`src/rtl/exp7_unidade_controle_if.sv`:
```
// Handshake bundle between the memory-game control unit and its datapath.
// master: control unit (reads datapath status, drives datapath controls and game flags)
// slave : datapath side (drives status, reads controls)
// Status : iniciar, jogada_feita, jogada_correta, enderecoIgualRodada, fimCR, meioCR,
//          fimTM, meioTM, fimTempo, meioTempo, nivel_jogadas_reg, nivel_tempo_reg, modo2_reg
// Control: zeraR, registraN, zeraC, contaC, zeraCR, contaCR, zeraTM, contaTM, zeraTempo,
//          contaTempo, registraR, gravaM, ativa_leds_mem, ativa_leds_jog, toca
// Flags  : pronto, ganhou, perdeu, timeout, db_estado[4:0]
interface exp7_unidade_controle_if;
  localparam int unsigned STATE_W = 5;

  logic iniciar;
  logic jogada_feita;
  logic jogada_correta;
  logic enderecoIgualRodada;
  logic fimCR;
  logic meioCR;
  logic fimTM;
  logic meioTM;
  logic fimTempo;
  logic meioTempo;
  logic nivel_jogadas_reg;
  logic nivel_tempo_reg;
  logic modo2_reg;

  logic zeraR;
  logic registraN;
  logic zeraC;
  logic contaC;
  logic zeraCR;
  logic contaCR;
  logic zeraTM;
  logic contaTM;
  logic zeraTempo;
  logic contaTempo;
  logic registraR;
  logic gravaM;
  logic ativa_leds_mem;
  logic ativa_leds_jog;
  logic toca;

  logic pronto;
  logic ganhou;
  logic perdeu;
  logic timeout;
  logic [STATE_W-1:0] db_estado;

  modport master (
    input  iniciar, jogada_feita, jogada_correta, enderecoIgualRodada,
           fimCR, meioCR, fimTM, meioTM, fimTempo, meioTempo,
           nivel_jogadas_reg, nivel_tempo_reg, modo2_reg,
    output zeraR, registraN, zeraC, contaC, zeraCR, contaCR, zeraTM, contaTM,
           zeraTempo, contaTempo, registraR, gravaM, ativa_leds_mem,
           ativa_leds_jog, toca, pronto, ganhou, perdeu, timeout, db_estado
  );

  modport slave (
    output iniciar, jogada_feita, jogada_correta, enderecoIgualRodada,
           fimCR, meioCR, fimTM, meioTM, fimTempo, meioTempo,
           nivel_jogadas_reg, nivel_tempo_reg, modo2_reg,
    input  zeraR, registraN, zeraC, contaC, zeraCR, contaCR, zeraTM, contaTM,
           zeraTempo, contaTempo, registraR, gravaM, ativa_leds_mem,
           ativa_leds_jog, toca, pronto, ganhou, perdeu, timeout, db_estado
  );
endinterface

```
`src/rtl/exp7_unidade_controle.sv`:
```
// Moore control unit for the memory game: captures settings, plays back the stored
// sequence up to the current round, checks each press (with timeout), optionally
// appends a new press per round (mode 2), and reports win / loss / timeout.
// Ports: clock, reset (synchronous, active-high), bus (exp7_unidade_controle_if.master).
// Outputs are registered from the next-state decode, so they always match db_estado.
module exp7_unidade_controle (
  input  logic                          clock,
  input  logic                          reset,
  exp7_unidade_controle_if.master       bus
);
  localparam int unsigned STATE_W = 5;

  typedef enum logic [STATE_W-1:0] {
    INICIAL     = 5'h00,
    PREPARA     = 5'h01,
    REG_NIVEL   = 5'h02,
    NOVA_RODADA = 5'h03,
    MOSTRA      = 5'h04,
    APAGA       = 5'h05,
    PROX_MOSTRA = 5'h06,
    FIM_MOSTRA  = 5'h07,
    ESPERA      = 5'h08,
    REGISTRA    = 5'h09,
    COMPARA     = 5'h0A,
    PROX_JOGADA = 5'h0B,
    PREP_NOVA   = 5'h0C,
    ESPERA_NOVA = 5'h0D,
    GRAVA       = 5'h0E,
    PROX_RODADA = 5'h10,
    ERRO        = 5'h11,
    TIMEOUT_S   = 5'h12,
    ACERTOU     = 5'h13
  } state_t;

  typedef struct packed {
    logic zeraR;
    logic registraN;
    logic zeraC;
    logic contaC;
    logic zeraCR;
    logic contaCR;
    logic zeraTM;
    logic contaTM;
    logic zeraTempo;
    logic contaTempo;
    logic registraR;
    logic gravaM;
    logic ativa_leds_mem;
    logic ativa_leds_jog;
    logic toca;
    logic pronto;
    logic ganhou;
    logic perdeu;
    logic timeout;
  } ctrl_t;

  state_t state;
  state_t state_next;
  ctrl_t  ctrl_q;
  ctrl_t  ctrl_next;

  logic fim_rodadas;
  logic estourou;

  // Last round depends on game length; timeout on the selected time level.
  assign fim_rodadas = bus.nivel_jogadas_reg ? bus.fimCR : bus.meioCR;
  assign estourou    = bus.nivel_tempo_reg ? bus.meioTempo : bus.fimTempo;

  // State and output registers.
  always_ff @(posedge clock) begin
    if (reset) begin
      state  <= INICIAL;
      ctrl_q <= '0;
    end else begin
      state  <= state_next;
      ctrl_q <= ctrl_next;
    end
  end

  // Next-state logic and Moore decode of the upcoming state.
  always_comb begin
    state_next = state;
    ctrl_next  = '0;

    case (state)
      INICIAL:     if (bus.iniciar) state_next = PREPARA;
      PREPARA:     state_next = REG_NIVEL;
      REG_NIVEL:   state_next = NOVA_RODADA;
      NOVA_RODADA: state_next = MOSTRA;
      MOSTRA:      if (bus.meioTM) state_next = APAGA;
      APAGA: begin
        if (bus.fimTM) state_next = bus.enderecoIgualRodada ? FIM_MOSTRA : PROX_MOSTRA;
      end
      PROX_MOSTRA: state_next = MOSTRA;
      FIM_MOSTRA:  state_next = ESPERA;
      // A press in the same cycle as the timeout still counts.
      ESPERA: begin
        if (bus.jogada_feita) state_next = REGISTRA;
        else if (estourou)    state_next = TIMEOUT_S;
      end
      REGISTRA:    state_next = COMPARA;
      COMPARA: begin
        if (!bus.jogada_correta)           state_next = ERRO;
        else if (!bus.enderecoIgualRodada) state_next = PROX_JOGADA;
        else if (fim_rodadas)              state_next = ACERTOU;
        else if (bus.modo2_reg)            state_next = PREP_NOVA;
        else                               state_next = PROX_RODADA;
      end
      PROX_JOGADA: state_next = ESPERA;
      PREP_NOVA:   state_next = ESPERA_NOVA;
      ESPERA_NOVA: begin
        if (bus.jogada_feita) state_next = GRAVA;
        else if (estourou)    state_next = TIMEOUT_S;
      end
      GRAVA:       state_next = PROX_RODADA;
      PROX_RODADA: state_next = NOVA_RODADA;
      ERRO, TIMEOUT_S, ACERTOU: if (bus.iniciar) state_next = PREPARA;
      default:     state_next = INICIAL;
    endcase

    case (state_next)
      PREPARA: begin
        ctrl_next.zeraR     = 1'b1;
        ctrl_next.zeraC     = 1'b1;
        ctrl_next.zeraCR    = 1'b1;
        ctrl_next.zeraTM    = 1'b1;
        ctrl_next.zeraTempo = 1'b1;
      end
      REG_NIVEL:   ctrl_next.registraN = 1'b1;
      NOVA_RODADA: begin
        ctrl_next.zeraC  = 1'b1;
        ctrl_next.zeraTM = 1'b1;
      end
      MOSTRA: begin
        ctrl_next.ativa_leds_mem = 1'b1;
        ctrl_next.toca           = 1'b1;
        ctrl_next.contaTM        = 1'b1;
      end
      APAGA:       ctrl_next.contaTM = 1'b1;
      PROX_MOSTRA: begin
        ctrl_next.contaC = 1'b1;
        ctrl_next.zeraTM = 1'b1;
      end
      FIM_MOSTRA: begin
        ctrl_next.zeraC     = 1'b1;
        ctrl_next.zeraTempo = 1'b1;
      end
      ESPERA:      ctrl_next.contaTempo = 1'b1;
      REGISTRA:    ctrl_next.registraR  = 1'b1;
      COMPARA: begin
        ctrl_next.ativa_leds_jog = 1'b1;
        ctrl_next.toca           = 1'b1;
      end
      PROX_JOGADA, PREP_NOVA: begin
        ctrl_next.contaC    = 1'b1;
        ctrl_next.zeraTempo = 1'b1;
      end
      ESPERA_NOVA: ctrl_next.contaTempo = 1'b1;
      GRAVA: begin
        ctrl_next.gravaM    = 1'b1;
        ctrl_next.registraR = 1'b1;
      end
      PROX_RODADA: ctrl_next.contaCR = 1'b1;
      ERRO: begin
        ctrl_next.pronto = 1'b1;
        ctrl_next.perdeu = 1'b1;
      end
      TIMEOUT_S: begin
        ctrl_next.pronto  = 1'b1;
        ctrl_next.perdeu  = 1'b1;
        ctrl_next.timeout = 1'b1;
      end
      ACERTOU: begin
        ctrl_next.pronto = 1'b1;
        ctrl_next.ganhou = 1'b1;
      end
      default: ctrl_next = '0;
    endcase
  end

  assign bus.zeraR          = ctrl_q.zeraR;
  assign bus.registraN      = ctrl_q.registraN;
  assign bus.zeraC          = ctrl_q.zeraC;
  assign bus.contaC         = ctrl_q.contaC;
  assign bus.zeraCR         = ctrl_q.zeraCR;
  assign bus.contaCR        = ctrl_q.contaCR;
  assign bus.zeraTM         = ctrl_q.zeraTM;
  assign bus.contaTM        = ctrl_q.contaTM;
  assign bus.zeraTempo      = ctrl_q.zeraTempo;
  assign bus.contaTempo     = ctrl_q.contaTempo;
  assign bus.registraR      = ctrl_q.registraR;
  assign bus.gravaM         = ctrl_q.gravaM;
  assign bus.ativa_leds_mem = ctrl_q.ativa_leds_mem;
  assign bus.ativa_leds_jog = ctrl_q.ativa_leds_jog;
  assign bus.toca           = ctrl_q.toca;
  assign bus.pronto         = ctrl_q.pronto;
  assign bus.ganhou         = ctrl_q.ganhou;
  assign bus.perdeu         = ctrl_q.perdeu;
  assign bus.timeout        = ctrl_q.timeout;
  assign bus.db_estado      = state;
endmodule

```
`src/flat_wrapper.sv`:
```
// flat-port wrapper written by rule: the top's interface ports become plain ports
module exp7_unidade_controle_flat 
  (clock, reset, bus_iniciar, bus_jogada_feita, bus_jogada_correta, bus_enderecoIgualRodada, bus_fimCR, bus_meioCR, bus_fimTM, bus_meioTM, bus_fimTempo, bus_meioTempo, bus_nivel_jogadas_reg, bus_nivel_tempo_reg, bus_modo2_reg, bus_zeraR, bus_registraN, bus_zeraC, bus_contaC, bus_zeraCR, bus_contaCR, bus_zeraTM, bus_contaTM, bus_zeraTempo, bus_contaTempo, bus_registraR, bus_gravaM, bus_ativa_leds_mem, bus_ativa_leds_jog, bus_toca, bus_pronto, bus_ganhou, bus_perdeu, bus_timeout, bus_db_estado);
  exp7_unidade_controle_if bus_i ();
  input  logic clock;
  input  logic reset;
  input wire logic [$bits(bus_i.iniciar)-1:0] bus_iniciar;
  input wire logic [$bits(bus_i.jogada_feita)-1:0] bus_jogada_feita;
  input wire logic [$bits(bus_i.jogada_correta)-1:0] bus_jogada_correta;
  input wire logic [$bits(bus_i.enderecoIgualRodada)-1:0] bus_enderecoIgualRodada;
  input wire logic [$bits(bus_i.fimCR)-1:0] bus_fimCR;
  input wire logic [$bits(bus_i.meioCR)-1:0] bus_meioCR;
  input wire logic [$bits(bus_i.fimTM)-1:0] bus_fimTM;
  input wire logic [$bits(bus_i.meioTM)-1:0] bus_meioTM;
  input wire logic [$bits(bus_i.fimTempo)-1:0] bus_fimTempo;
  input wire logic [$bits(bus_i.meioTempo)-1:0] bus_meioTempo;
  input wire logic [$bits(bus_i.nivel_jogadas_reg)-1:0] bus_nivel_jogadas_reg;
  input wire logic [$bits(bus_i.nivel_tempo_reg)-1:0] bus_nivel_tempo_reg;
  input wire logic [$bits(bus_i.modo2_reg)-1:0] bus_modo2_reg;
  output wire logic [$bits(bus_i.zeraR)-1:0] bus_zeraR;
  output wire logic [$bits(bus_i.registraN)-1:0] bus_registraN;
  output wire logic [$bits(bus_i.zeraC)-1:0] bus_zeraC;
  output wire logic [$bits(bus_i.contaC)-1:0] bus_contaC;
  output wire logic [$bits(bus_i.zeraCR)-1:0] bus_zeraCR;
  output wire logic [$bits(bus_i.contaCR)-1:0] bus_contaCR;
  output wire logic [$bits(bus_i.zeraTM)-1:0] bus_zeraTM;
  output wire logic [$bits(bus_i.contaTM)-1:0] bus_contaTM;
  output wire logic [$bits(bus_i.zeraTempo)-1:0] bus_zeraTempo;
  output wire logic [$bits(bus_i.contaTempo)-1:0] bus_contaTempo;
  output wire logic [$bits(bus_i.registraR)-1:0] bus_registraR;
  output wire logic [$bits(bus_i.gravaM)-1:0] bus_gravaM;
  output wire logic [$bits(bus_i.ativa_leds_mem)-1:0] bus_ativa_leds_mem;
  output wire logic [$bits(bus_i.ativa_leds_jog)-1:0] bus_ativa_leds_jog;
  output wire logic [$bits(bus_i.toca)-1:0] bus_toca;
  output wire logic [$bits(bus_i.pronto)-1:0] bus_pronto;
  output wire logic [$bits(bus_i.ganhou)-1:0] bus_ganhou;
  output wire logic [$bits(bus_i.perdeu)-1:0] bus_perdeu;
  output wire logic [$bits(bus_i.timeout)-1:0] bus_timeout;
  output wire logic [$bits(bus_i.db_estado)-1:0] bus_db_estado;
  assign bus_i.iniciar = bus_iniciar;
  assign bus_i.jogada_feita = bus_jogada_feita;
  assign bus_i.jogada_correta = bus_jogada_correta;
  assign bus_i.enderecoIgualRodada = bus_enderecoIgualRodada;
  assign bus_i.fimCR = bus_fimCR;
  assign bus_i.meioCR = bus_meioCR;
  assign bus_i.fimTM = bus_fimTM;
  assign bus_i.meioTM = bus_meioTM;
  assign bus_i.fimTempo = bus_fimTempo;
  assign bus_i.meioTempo = bus_meioTempo;
  assign bus_i.nivel_jogadas_reg = bus_nivel_jogadas_reg;
  assign bus_i.nivel_tempo_reg = bus_nivel_tempo_reg;
  assign bus_i.modo2_reg = bus_modo2_reg;
  assign bus_zeraR = bus_i.zeraR;
  assign bus_registraN = bus_i.registraN;
  assign bus_zeraC = bus_i.zeraC;
  assign bus_contaC = bus_i.contaC;
  assign bus_zeraCR = bus_i.zeraCR;
  assign bus_contaCR = bus_i.contaCR;
  assign bus_zeraTM = bus_i.zeraTM;
  assign bus_contaTM = bus_i.contaTM;
  assign bus_zeraTempo = bus_i.zeraTempo;
  assign bus_contaTempo = bus_i.contaTempo;
  assign bus_registraR = bus_i.registraR;
  assign bus_gravaM = bus_i.gravaM;
  assign bus_ativa_leds_mem = bus_i.ativa_leds_mem;
  assign bus_ativa_leds_jog = bus_i.ativa_leds_jog;
  assign bus_toca = bus_i.toca;
  assign bus_pronto = bus_i.pronto;
  assign bus_ganhou = bus_i.ganhou;
  assign bus_perdeu = bus_i.perdeu;
  assign bus_timeout = bus_i.timeout;
  assign bus_db_estado = bus_i.db_estado;
  exp7_unidade_controle u_core (.clock(clock), .reset(reset), .bus(bus_i));
endmodule
```
`config.mk`:
```
export PLATFORM = sky130hd
export DESIGN_NAME = exp7_unidade_controle_flat
export DESIGN_NICKNAME = d
export VERILOG_FILES = /design/src/rtl/exp7_unidade_controle_if.sv /design/src/rtl/exp7_unidade_controle.sv /design/src/flat_wrapper.sv
export SDC_FILE = /design/constraint.sdc
export NUM_CORES = 1
export LEC_CHECK = 0
export ABC_AREA = 0
export CAP_MARGIN = 10
export CORE_MARGIN = 4
export CORE_UTILIZATION = 30
export DETAILED_ROUTE_END_ITERATION = 8
export PLACE_DENSITY = 0.61
export SLEW_MARGIN = 20
export SYNTH_ARGS = -nofsm -noshare
export SYNTH_HDL_FRONTEND = slang
export SYNTH_SLANG_ARGS = --single-unit
```
`constraint.sdc`:
```
create_clock -name clock -period 2.4 [get_ports clock]
set_input_delay 0.48 -clock clock [delete_from_list [all_inputs] [get_ports clock]]
set_output_delay 0.48 -clock clock [all_outputs]
set_load 0.01 [all_outputs]
```
Word-level counts from Yosys, hierarchy flattened
Cells that the tools add are included.
W data, S select, Z words.
{"block": "word_totals", "regBits": 23, "inputBits": 15, "output_inout_bits": 24, "word_cells": 102}
{"block": "classes", "eq_ne": 36, "mux": 32, "n_reduce_logical": 15}
{"operator": "$eq A5 B4 Y1 const B", "count": 14}
{"operator": "$pmux W5 S13", "count": 1}
{"operator": "$mux W5", "count": 10}
{"operator": "$eq A5 B3 Y1 const B", "count": 8}
{"operator": "$eq A5 B5 Y1 const B", "count": 8}
{"operator": "$mux W1", "count": 21}
{"operator": "$eq A5 B2 Y1 const B", "count": 4}
{"operator": "$reduce_or A2 Y1", "count": 8}
{"operator": "$reduce_or A3 Y1", "count": 4}
{"operator": "$eq A5 B1 Y1 const B", "count": 2}
{"operator": "$reduce_or A4 Y1", "count": 2}
{"operator": "$logic_not A5 Y1", "count": 1}

Longest topological paths before layout
Gate-level depths: netlist of the first run.
{"block": "logic_depth", "word_depth": 8, "mapped_depth": 9, "ltp_nobuf": 6}

Worst setup path after synthesis of the first run
Ideal clock, no wire load.
{"block": "synth_timing", "path_kind": "input to register", "startpoint": "input bus_iniciar", "endpoint": "register u_core.ctrl_q (netlist bit u_core.bus.registraR)", "setup_time_ps": 68, "arrival_ps": 2067, "slack_ps": 266, "cell_stages": 7, "n_path_buf": 1, "path_cell_list": "or3b_1 > a2111oi_2 > a2111oi_2 > and3_4 > buf_6 > or3_1 > a21oi_2"}
{"block": "synth_between", "elab_chain_cells": 5, "word_cells_on_any_way": 6, "classes_between": "eq/ne: 2; mux: 3; reduce/logical: 1"}
{"item": "start, declared", "line": "flat_wrapper.sv:7", "rtl": "input wire logic [$bits(bus_i.iniciar)-1:0] bus_iniciar;"}
{"item": "$mux W5 *", "line": "exp7_unidade_controle.sv:86, exp7_unidade_controle.sv:117"}
{"item": "$pmux W5 S13 *", "line": "exp7_unidade_controle.sv:85", "rtl": "case (state)"}
{"item": "$eq A5 B4 Y1", "line": "exp7_unidade_controle.sv:121", "rtl": "case (state_next)"}
{"item": "$reduce_or A2 Y1 (no line) *"}
{"item": "$mux W1 *", "line": "exp7_unidade_controle.sv:121"}
{"item": "end signal, assigned", "line": "exp7_unidade_controle.sv:76", "rtl": "ctrl_q <= ctrl_next;"}
{"item": "end, declared", "line": "exp7_unidade_controle.sv:59", "rtl": "ctrl_t ctrl_q;"}
Every way passes the cells marked *; elsewhere a longest branch is shown, timed or not.
A chain may end at the register's enable or synchronous reset.

Final worst setup path of the first run
{"block": "layout_timing", "startpoint": "register u_core.state[4], in the netlist u_core.bus.db_estado[4]", "endpoint": "register u_core.ctrl_q (netlist bit u_core.bus.registraR)"}
{"block": "layout_between", "elab_chain_cells": 6, "word_cells_on_any_way": 34, "classes_between": "eq/ne: 20; mux: 8; reduce/logical: 6"}
{"item": "start, declared", "line": "exp7_unidade_controle.sv:57", "rtl": "state_t state;"}
{"item": "start signal, assigned", "line": "exp7_unidade_controle.sv:75", "rtl": "state <= state_next;"}
{"item": "$eq A5 B5 Y1, or another cell as far along", "line": "exp7_unidade_controle.sv:85"}
{"item": "$reduce_or A4 Y1 (no line), or another cell as far along"}
{"item": "$pmux W5 S13 *", "line": "exp7_unidade_controle.sv:85"}
{"item": "$eq A5 B4 Y1", "line": "exp7_unidade_controle.sv:121"}
{"item": "$reduce_or A2 Y1 (no line) *"}
{"item": "$mux W1 *", "line": "exp7_unidade_controle.sv:121"}
Marks and branches as above.

==> run summary, run 1 <==
The flow ran to the end, and the final reports show no timing, DRC or antenna violations. The placed instances occupy a cell area of ~0.0018 mm2. Tracing the worst setup path back leads to its startpoint at u_core.bus.db_estado[4]$_SDFF_PP0_. The cell area that synthesis handed to floorplanning was 0.00132 mm2.

At the placement stage, the worst setup path has a slack of -0.227 ns. After layout, the worst setup slack is 0.0780 ns. In the final layout, the multi-input gates occupy between 800 and 900 um2. The number of max-cap violations is 0. The total congestion overflow after global routing is 0.

Summing all non-filler instances in the final layout gives an area of 0.00194 mm2. The simple-gate share of the synthesized area is 31.8%. The number of buffers inserted for hold repair after clock tree synthesis came out at 0.

The number of levels in the clock H-tree is 1. The standard-cell row count came out at 23. In this run the critical register-to-register path is launched from u_core.bus.db_estado[4]$_SDFF_PP0_. TritonCTS built the clock tree. The number of instances in the synthesized netlist came out at 146. The worst setup path is captured at a flip-flop.

The I/O pin count came out at 39. Derived from the worst setup path, the maximum achievable clock frequency is 431 MHz. The worst setup path is of the flip-flop to flip-flop kind. The die is 74.4 um tall.

The synthesized design spends more area on one cell type than any other, namely sky130_fd_sc_hd__dfxtp_1. Fill cells in the final layout number 404. When the netlist entered floorplanning its net count stood at 161. The initial antenna violation count came out at 0.

The average wire per cell in the routed design is 15.2 um. Summing the sequential cell areas from Yosys gives 34.8% of the chip area. The overall global routing resource usage is 13.5%. The top cell types in the final layout, fill and taps aside, are 38 x sky130_fd_sc_hd__clkdlybuf4s50_1, 22 x sky130_fd_sc_hd__dfxtp_1, 21 x sky130_fd_sc_hd__buf_4. The share of the synthesized area in the top cell type came out at 34.8%.

The compound-gate portion of the synthesized area came out at 21.9%. The synthesized flop and latch total is 23. The first detailed-routing pass ran for 4 iterations.

The routability congestion estimate from global placement came out at 0.899. The via count of the first global-routing pass came to 1233. The violation count after the first detailed-routing iteration is 75. The remaining max-slew budget at the tightest pin came out at 59.2%. The storage element area came out at 462 um2. The adder-cell share of the synthesized area came out at 0%. The flip-flop cell with the highest count after synthesis is sky130_fd_sc_hd__dfxtp_1. The number of buffers inserted during clock tree synthesis came out at 3. The global-route wire length before repair came out at 5.85 mm.

The number of design rule violations left after detail routing is 0. After Yosys synthesis, XOR and XNOR cells account for around 2.0% of the synthesized area. The combinational family with the most area after synthesis is simple AND/OR/NAND/NOR gates. The fraction of layout cells with a size suffix above 1 came out at 21.8%. Dividing the final minimum period by the clock period gives 96.7%. The Yosys warning count came out at 0. The max-slew violation count is 0. The repair_antennas step left the layout with diodes totalling 0. Yosys attributes the largest share of cell area to sky130_fd_sc_hd__dfxtp_1 35%, sky130_fd_sc_hd__nor2_1 4.0%, sky130_fd_sc_hd__a2111oi_2 3.4%, sky130_fd_sc_hd__nand2_1 2.8%, sky130_fd_sc_hd__nor3_1 2.6%. Of the post-synthesis cell area, the part taken by muxes is 2.27%.

The async set-or-reset flop fraction in the synthesized netlist came out at 0%. The leakage power is 0.729 nW. The cell sitting at the root of the clock tree is a sky130_fd_sc_hd__clkbuf_8. The startpoint identified for the worst hold timing path is u_core.bus.db_estado[1]$_SDFF_PP0_. The worst clock skew is ~0.0015 ns. The count of endpoints failing hold in the final timing report came out at 0. The worst path in the final design needs a cycle of 2.32 ns, including I/O delays and setup. Clock-pin slew was measured on the worst setup and hold paths at around 0.080 ns. The sink count of the clock tree is 23.

The pin count of the biggest net entering global routing is 17. The worst-skew pair later-pin latency is 0.26 ns. The die outline area came out at approximately 0.0055 mm2. The core region is 0.00414 mm2. STA classifies the critical path startpoint as a flip-flop. The post-detailed-route count of antenna-violating nets is 0. The final total negative setup slack is 0 ns. The number of different library cells used by synthesis comes to 56. The number of buffers between clock root and the deepest sink came out at 2. The number of nets in the final layout came out at 213. In this run the worst path has a maximum fanout of 13.

The placed wire-length estimate after detailed placement is ~2.8 mm. Data on the critical path arrives at its endpoint at between 2 and 3 ns. The average footprint of a synthesized cell came out at 9.06 um2. Power spread over the standard cell area amounts to 534 mW/mm2.

The routed layout has 1297 vias. The via density per instance is between 5 and 6. The die boundary width is 74.4 um. In this run the worst hold path is classified as flip-flop to flip-flop. The area overhead of the layout relative to synthesis came out at 47.0%.

The maximum vdd drop is 0.359 mV. The slew at the pin closest to its max-slew limit is 0.607 ns. Summed over all layers, the routed wires come to about 3.7 mm. For this configuration, the core starts out at a cell density of 31.9%. The end-of-flow core utilization is 46.9%. The count of port buffers added during placement came out at 38. The number of flops mapped to enable cells by yosys came out at 0. The number of setup violations in the final report came out at 0. Data on the critical path is required at its endpoint by 2.60 ns. The library cell used most frequently in the layout, excluding fill and tap cells, is sky130_fd_sc_hd__clkdlybuf4s50_1.
## synthesized netlist by cell type (3+ instances only)
cell,number
sky130_fd_sc_hd__a2111oi_2,3
sky130_fd_sc_hd__a21oi_1,6
sky130_fd_sc_hd__buf_4,4
sky130_fd_sc_hd__clkbuf_1,4
sky130_fd_sc_hd__dfxtp_1,23
sky130_fd_sc_hd__inv_1,5
sky130_fd_sc_hd__mux2i_1,3
sky130_fd_sc_hd__nand2_1,10
sky130_fd_sc_hd__nand2b_1,3
sky130_fd_sc_hd__nand3_1,3
sky130_fd_sc_hd__nand3b_1,4
sky130_fd_sc_hd__nor2_1,14
sky130_fd_sc_hd__nor3_1,7
## final timing paths
path,endpoint,slack [ns],cells past startpoint
max reg2reg,u_core.bus.registraR$_SDFF_PP0_,0.08,6
min reg2reg,u_core.bus.zeraC$_SDFF_PP0_,0.81,3
min,u_core.bus.zeraC$_SDFF_PP0_,0.81,3
max,u_core.bus.registraR$_SDFF_PP0_,0.08,6
## through the flow
stage / cells / total power [mW] / hold WS, ns
after global routing: 247 / 1.10 / 0.862
after global placement: 243 / 0.788 / 0.797
final: 247 / 1.04 / 0.813
after CTS: 247 / 1.03 / 0.809
after floorplan: 146 / 0.645 / 0.699
after detailed placement: 243 / 0.795 / 0.792
## timing repair
item / in CTS / in global routing
resized for setup: 0 / 6
hold endpoints to repair: 0 / 0
setup endpoints to repair: 0 / 10
buffers inserted: 0 / 0
## state kept, by name (all words and copies together) (netlist names)
name and count:
u_core.bus.ativa_leds_jog 1, u_core.bus.ativa_leds_mem 1, u_core.bus.contaC 1, u_core.bus.contaCR 1
u_core.bus.contaTM 1, u_core.bus.contaTempo 1, u_core.bus.db_estado 5, u_core.bus.ganhou 1
u_core.bus.gravaM 1, u_core.bus.perdeu 1, u_core.bus.pronto 1, u_core.bus.registraN 1
u_core.bus.registraR 1, u_core.bus.timeout 1, u_core.bus.toca 1, u_core.bus.zeraC 1
u_core.bus.zeraCR 1, u_core.bus.zeraTM 1, u_core.bus.zeraTempo 1
## worst max-delay path, cell delays in order (launching register included)
cell	delay, ns
sky130_fd_sc_hd__dfxtp_1	0.47
sky130_fd_sc_hd__or3b_1	0.52
sky130_fd_sc_hd__nor2_1	0.26
sky130_fd_sc_hd__a221oi_4	0.13
sky130_fd_sc_hd__or3_4	0.44
sky130_fd_sc_hd__or3_1	0.33
sky130_fd_sc_hd__a21oi_2	0.11
## cell families after synthesis
family,Yosys count
AND/OR/NAND/NOR,66
AO/OA/AOI/OAI,34
flip-flops,23
buffers and inverters,17
XOR/XNOR,3
multiplexers,3
## power breakdown
group | internal (mW) | switching [mW] | leakage, nW
logic | 0.196 | 0.187 | 0.519
clock network | 0.118 | 0.114 | 0.0228
registers | 0.408 | 0.0166 | 0.187
## final cells by class
class	instances	area share (%)
inverter	5	0.965
tap	50	3.22
sequential	23	23.7
multi-input combinational	106	42.1
clock buffer	4	2.32
timing repair buffer	59	27.7
## routing by layer
metal  part of all wire [%]  track usage, %
met1                     44            17.6
met2                     49            23.0
met3                    5.7            3.92
met4                    1.3            1.19
met5                      0               0
(Power assumes the default switching activity.)
==> run 2: changes to the inputs <==
--- a/config.mk
+++ b/config.mk
@@ -10,6 +10,7 @@
 export CORE_MARGIN = 4
 export CORE_UTILIZATION = 30
 export DETAILED_ROUTE_END_ITERATION = 8
+export MAX_ROUTING_LAYER = met4
 export PLACE_DENSITY = 0.61
 export SLEW_MARGIN = 20
 export SYNTH_ARGS = -nofsm -noshare
==> run summary, run 2 (synthesized netlist as in run 1, its figures left out) <==
The first global-routing pass estimated 5.86 mm of wire. The fraction of the cycle the final worst path needs came out at 96.6%. The number of antenna repair diodes came out at 0. The core area is 0.00414 mm2.

The endpoint identified for the worst register-to-register timing path is u_core.bus.registraR$_SDFF_PP0_. The number of max-cap violations is 0. The maximum vdd drop came out at around 0.36 mV. For this block, the routed nets add up to 3.75 mm of wire. The die outline area came out at 0.00553 mm2. Dividing the detail-routed wire length by the instance count gives between 15 and 20 um. The I/O pin count is 39.

Tracing the worst setup path back leads to its startpoint at u_core.bus.db_estado[4]$_SDFF_PP0_. The violation count after the first detailed-routing iteration is 65. In the layout the commonest cells are 38 x sky130_fd_sc_hd__clkdlybuf4s50_1, 22 x sky130_fd_sc_hd__dfxtp_1, 21 x sky130_fd_sc_hd__buf_4. The initial cell density of the core is 31.9%. The worst setup slack for register-to-register paths is about 0.081 ns. The total non-filler cell area in the finished layout came out at 0.00194 mm2.

The die boundary width came out at 74.4 um. The overall global routing resource usage came out at 13.9%. The count of port buffers added during placement came out at 38. Across the routed clock network, the largest skew measured is 0.00156 ns.

The number of buffers between clock root and the deepest sink is 2. The final critical delay including setup and external delays is 2.32 ns. The routability congestion estimate from global placement is roughly 0.9.

The via density per instance is approximately 5.2. The arrival time of data at the critical path endpoint came out at between 2 and 3 ns. The number of cells in the finished layout apart from fillers came out at 247. The fraction of layout cells with a size suffix above 1 is 21.8%. The die is 74.4 um tall. The placed wire-length estimate after detailed placement came out at 2.79 mm.

The top achievable clock speed is 431 MHz. Summed over all layers, the global routing overflow is 0. Headroom to the max-slew limit came out at 59.0%. The number of buffers inserted during clock tree synthesis is 3.

The worst setup path is of the flip-flop to flip-flop kind. The max-slew violation count is 0. The number of levels in the clock H-tree came out at 1.

The number of gates resized after cts came out at 0. For hold timing, the worst endpoint is u_core.bus.zeraC$_SDFF_PP0_. The minimum hold slack is 0.813 ns. In this run the static leakage power is 0.729 nW.

The sink count of the clock tree came out at 23. The worst min-delay path class is flip-flop to flip-flop. For the worst flop-to-flop path, the logic depth is 6. The top fanout value on the critical path is 13. The initial antenna violation count is 0. The net count of the finished layout is 213. The clock-pin transition on the worst setup and hold timing paths is 0.08 ns. The number of buffers inserted for hold repair after clock tree synthesis is 0. STA classifies the critical path startpoint as a flip-flop. The total number of vias is 1295. The count of endpoints failing hold in the final timing report was 0. The area overhead of the layout relative to synthesis came out at 47.0%. The power density relative to cell area came out at 534 mW/mm2. The cell sitting at the root of the clock tree is a sky130_fd_sc_hd__clkbuf_8.

The worst-skew pair later-pin latency came out at 0.26 ns. The number of cells on the worst hold path is 3. The worst hold path begins at u_core.bus.db_estado[1]$_SDFF_PP0_. The via count of the first global-routing pass was 1233.

The post-placement cell area is 0.00185 mm2. The type of destination of the critical path is a flip-flop. Entering global routing, the biggest net connects 17 pins. The number of design rule violations left after detail routing is 0.

The total of fill cells in the finished design came out at around 400. The commonest non-fill, non-tap cell in the layout is sky130_fd_sc_hd__clkdlybuf4s50_1. The required time of the worst setup path is 2.60 ns.

The clock tree from TritonCTS is built. The run finished with clean final reports. The post-detailed-route count of antenna-violating nets is 0. The startpoint identified for the worst register-to-register timing path is u_core.bus.db_estado[4]$_SDFF_PP0_. The number of flip-flops under the largest register name is 5.

The standard-cell row count is 23. The first detailed-routing pass ran for 4 iterations. The slew at the pin closest to its max-slew limit came out at 0.610 ns. The end-of-flow core utilization came out at 46.9%. After clock tree synthesis, the setup repair step added 0 buffers.

The number of setup violations in the final report came out at 0. Once placement completed, the tool counted placed cells totaling 243.
[run 2: cell type report]
cell class / instances / area [um2] / share of cell area [%]
clock buffers: 4 / 45.0 / 2.32
inverters: 5 / 18.8 / 0.965
multi-input cells: 106 / 818 / 42.1
flip-flops and latches: 23 / 462 / 23.7
well taps: 50 / 62.6 / 3.22
repair buffers: 59 / 538 / 27.7
[run 2: critical path: stages, from the launching register on]
cell and delay [ns]:
sky130_fd_sc_hd__dfxtp_1 0.47, sky130_fd_sc_hd__or3b_1 0.52, sky130_fd_sc_hd__nor2_1 0.26, sky130_fd_sc_hd__a221oi_4 0.13, sky130_fd_sc_hd__or3_4 0.44, sky130_fd_sc_hd__or3_1 0.33
sky130_fd_sc_hd__a21oi_2 0.11
[run 2: power by group]
part | internal (mW) | switching, mW
registers | 0.408 | 0.0165
logic | 0.196 | 0.187
clock network | 0.118 | 0.114
total | 0.722 | 0.317
[run 2: worst max path at each step]
stage	to	slack, ns
3_3_place_gp	u_core.bus.registraR$_SDFF_PP0_	-0.19
2_1_floorplan	u_core.bus.registraR$_SDFF_PP0_	0.27
6_report	u_core.bus.registraR$_SDFF_PP0_	0.08
5_1_grt	u_core.bus.registraR$_SDFF_PP0_	-0.08
3_5_place_dp	u_core.bus.contaTempo$_SDFF_PP0_	-0.23
4_1_cts	u_core.bus.contaTempo$_SDFF_PP0_	0.04
[run 2: layer usage]
layer	vias to the layer above	track usage (%)	wire length, um
met5	-	-	0
met4	0	1.19	43
met3	4	3.38	239
met2	44	23.0	1810
met1	611	17.9	1660
li1	636	-	-
[run 2: through the flow]
stage | total power [mW] | setup TNS, ns | setup WS (ns)
3_5_place_dp | 0.795 | -2.33 | -0.227
3_3_place_gp | 0.788 | -1.97 | -0.191
5_1_grt | 1.10 | -0.205 | -0.0784
6_report | 1.04 | 0 | 0.0810
4_1_cts | 1.03 | 0 | 0.0383
2_1_floorplan | 0.645 | 0 | 0.266
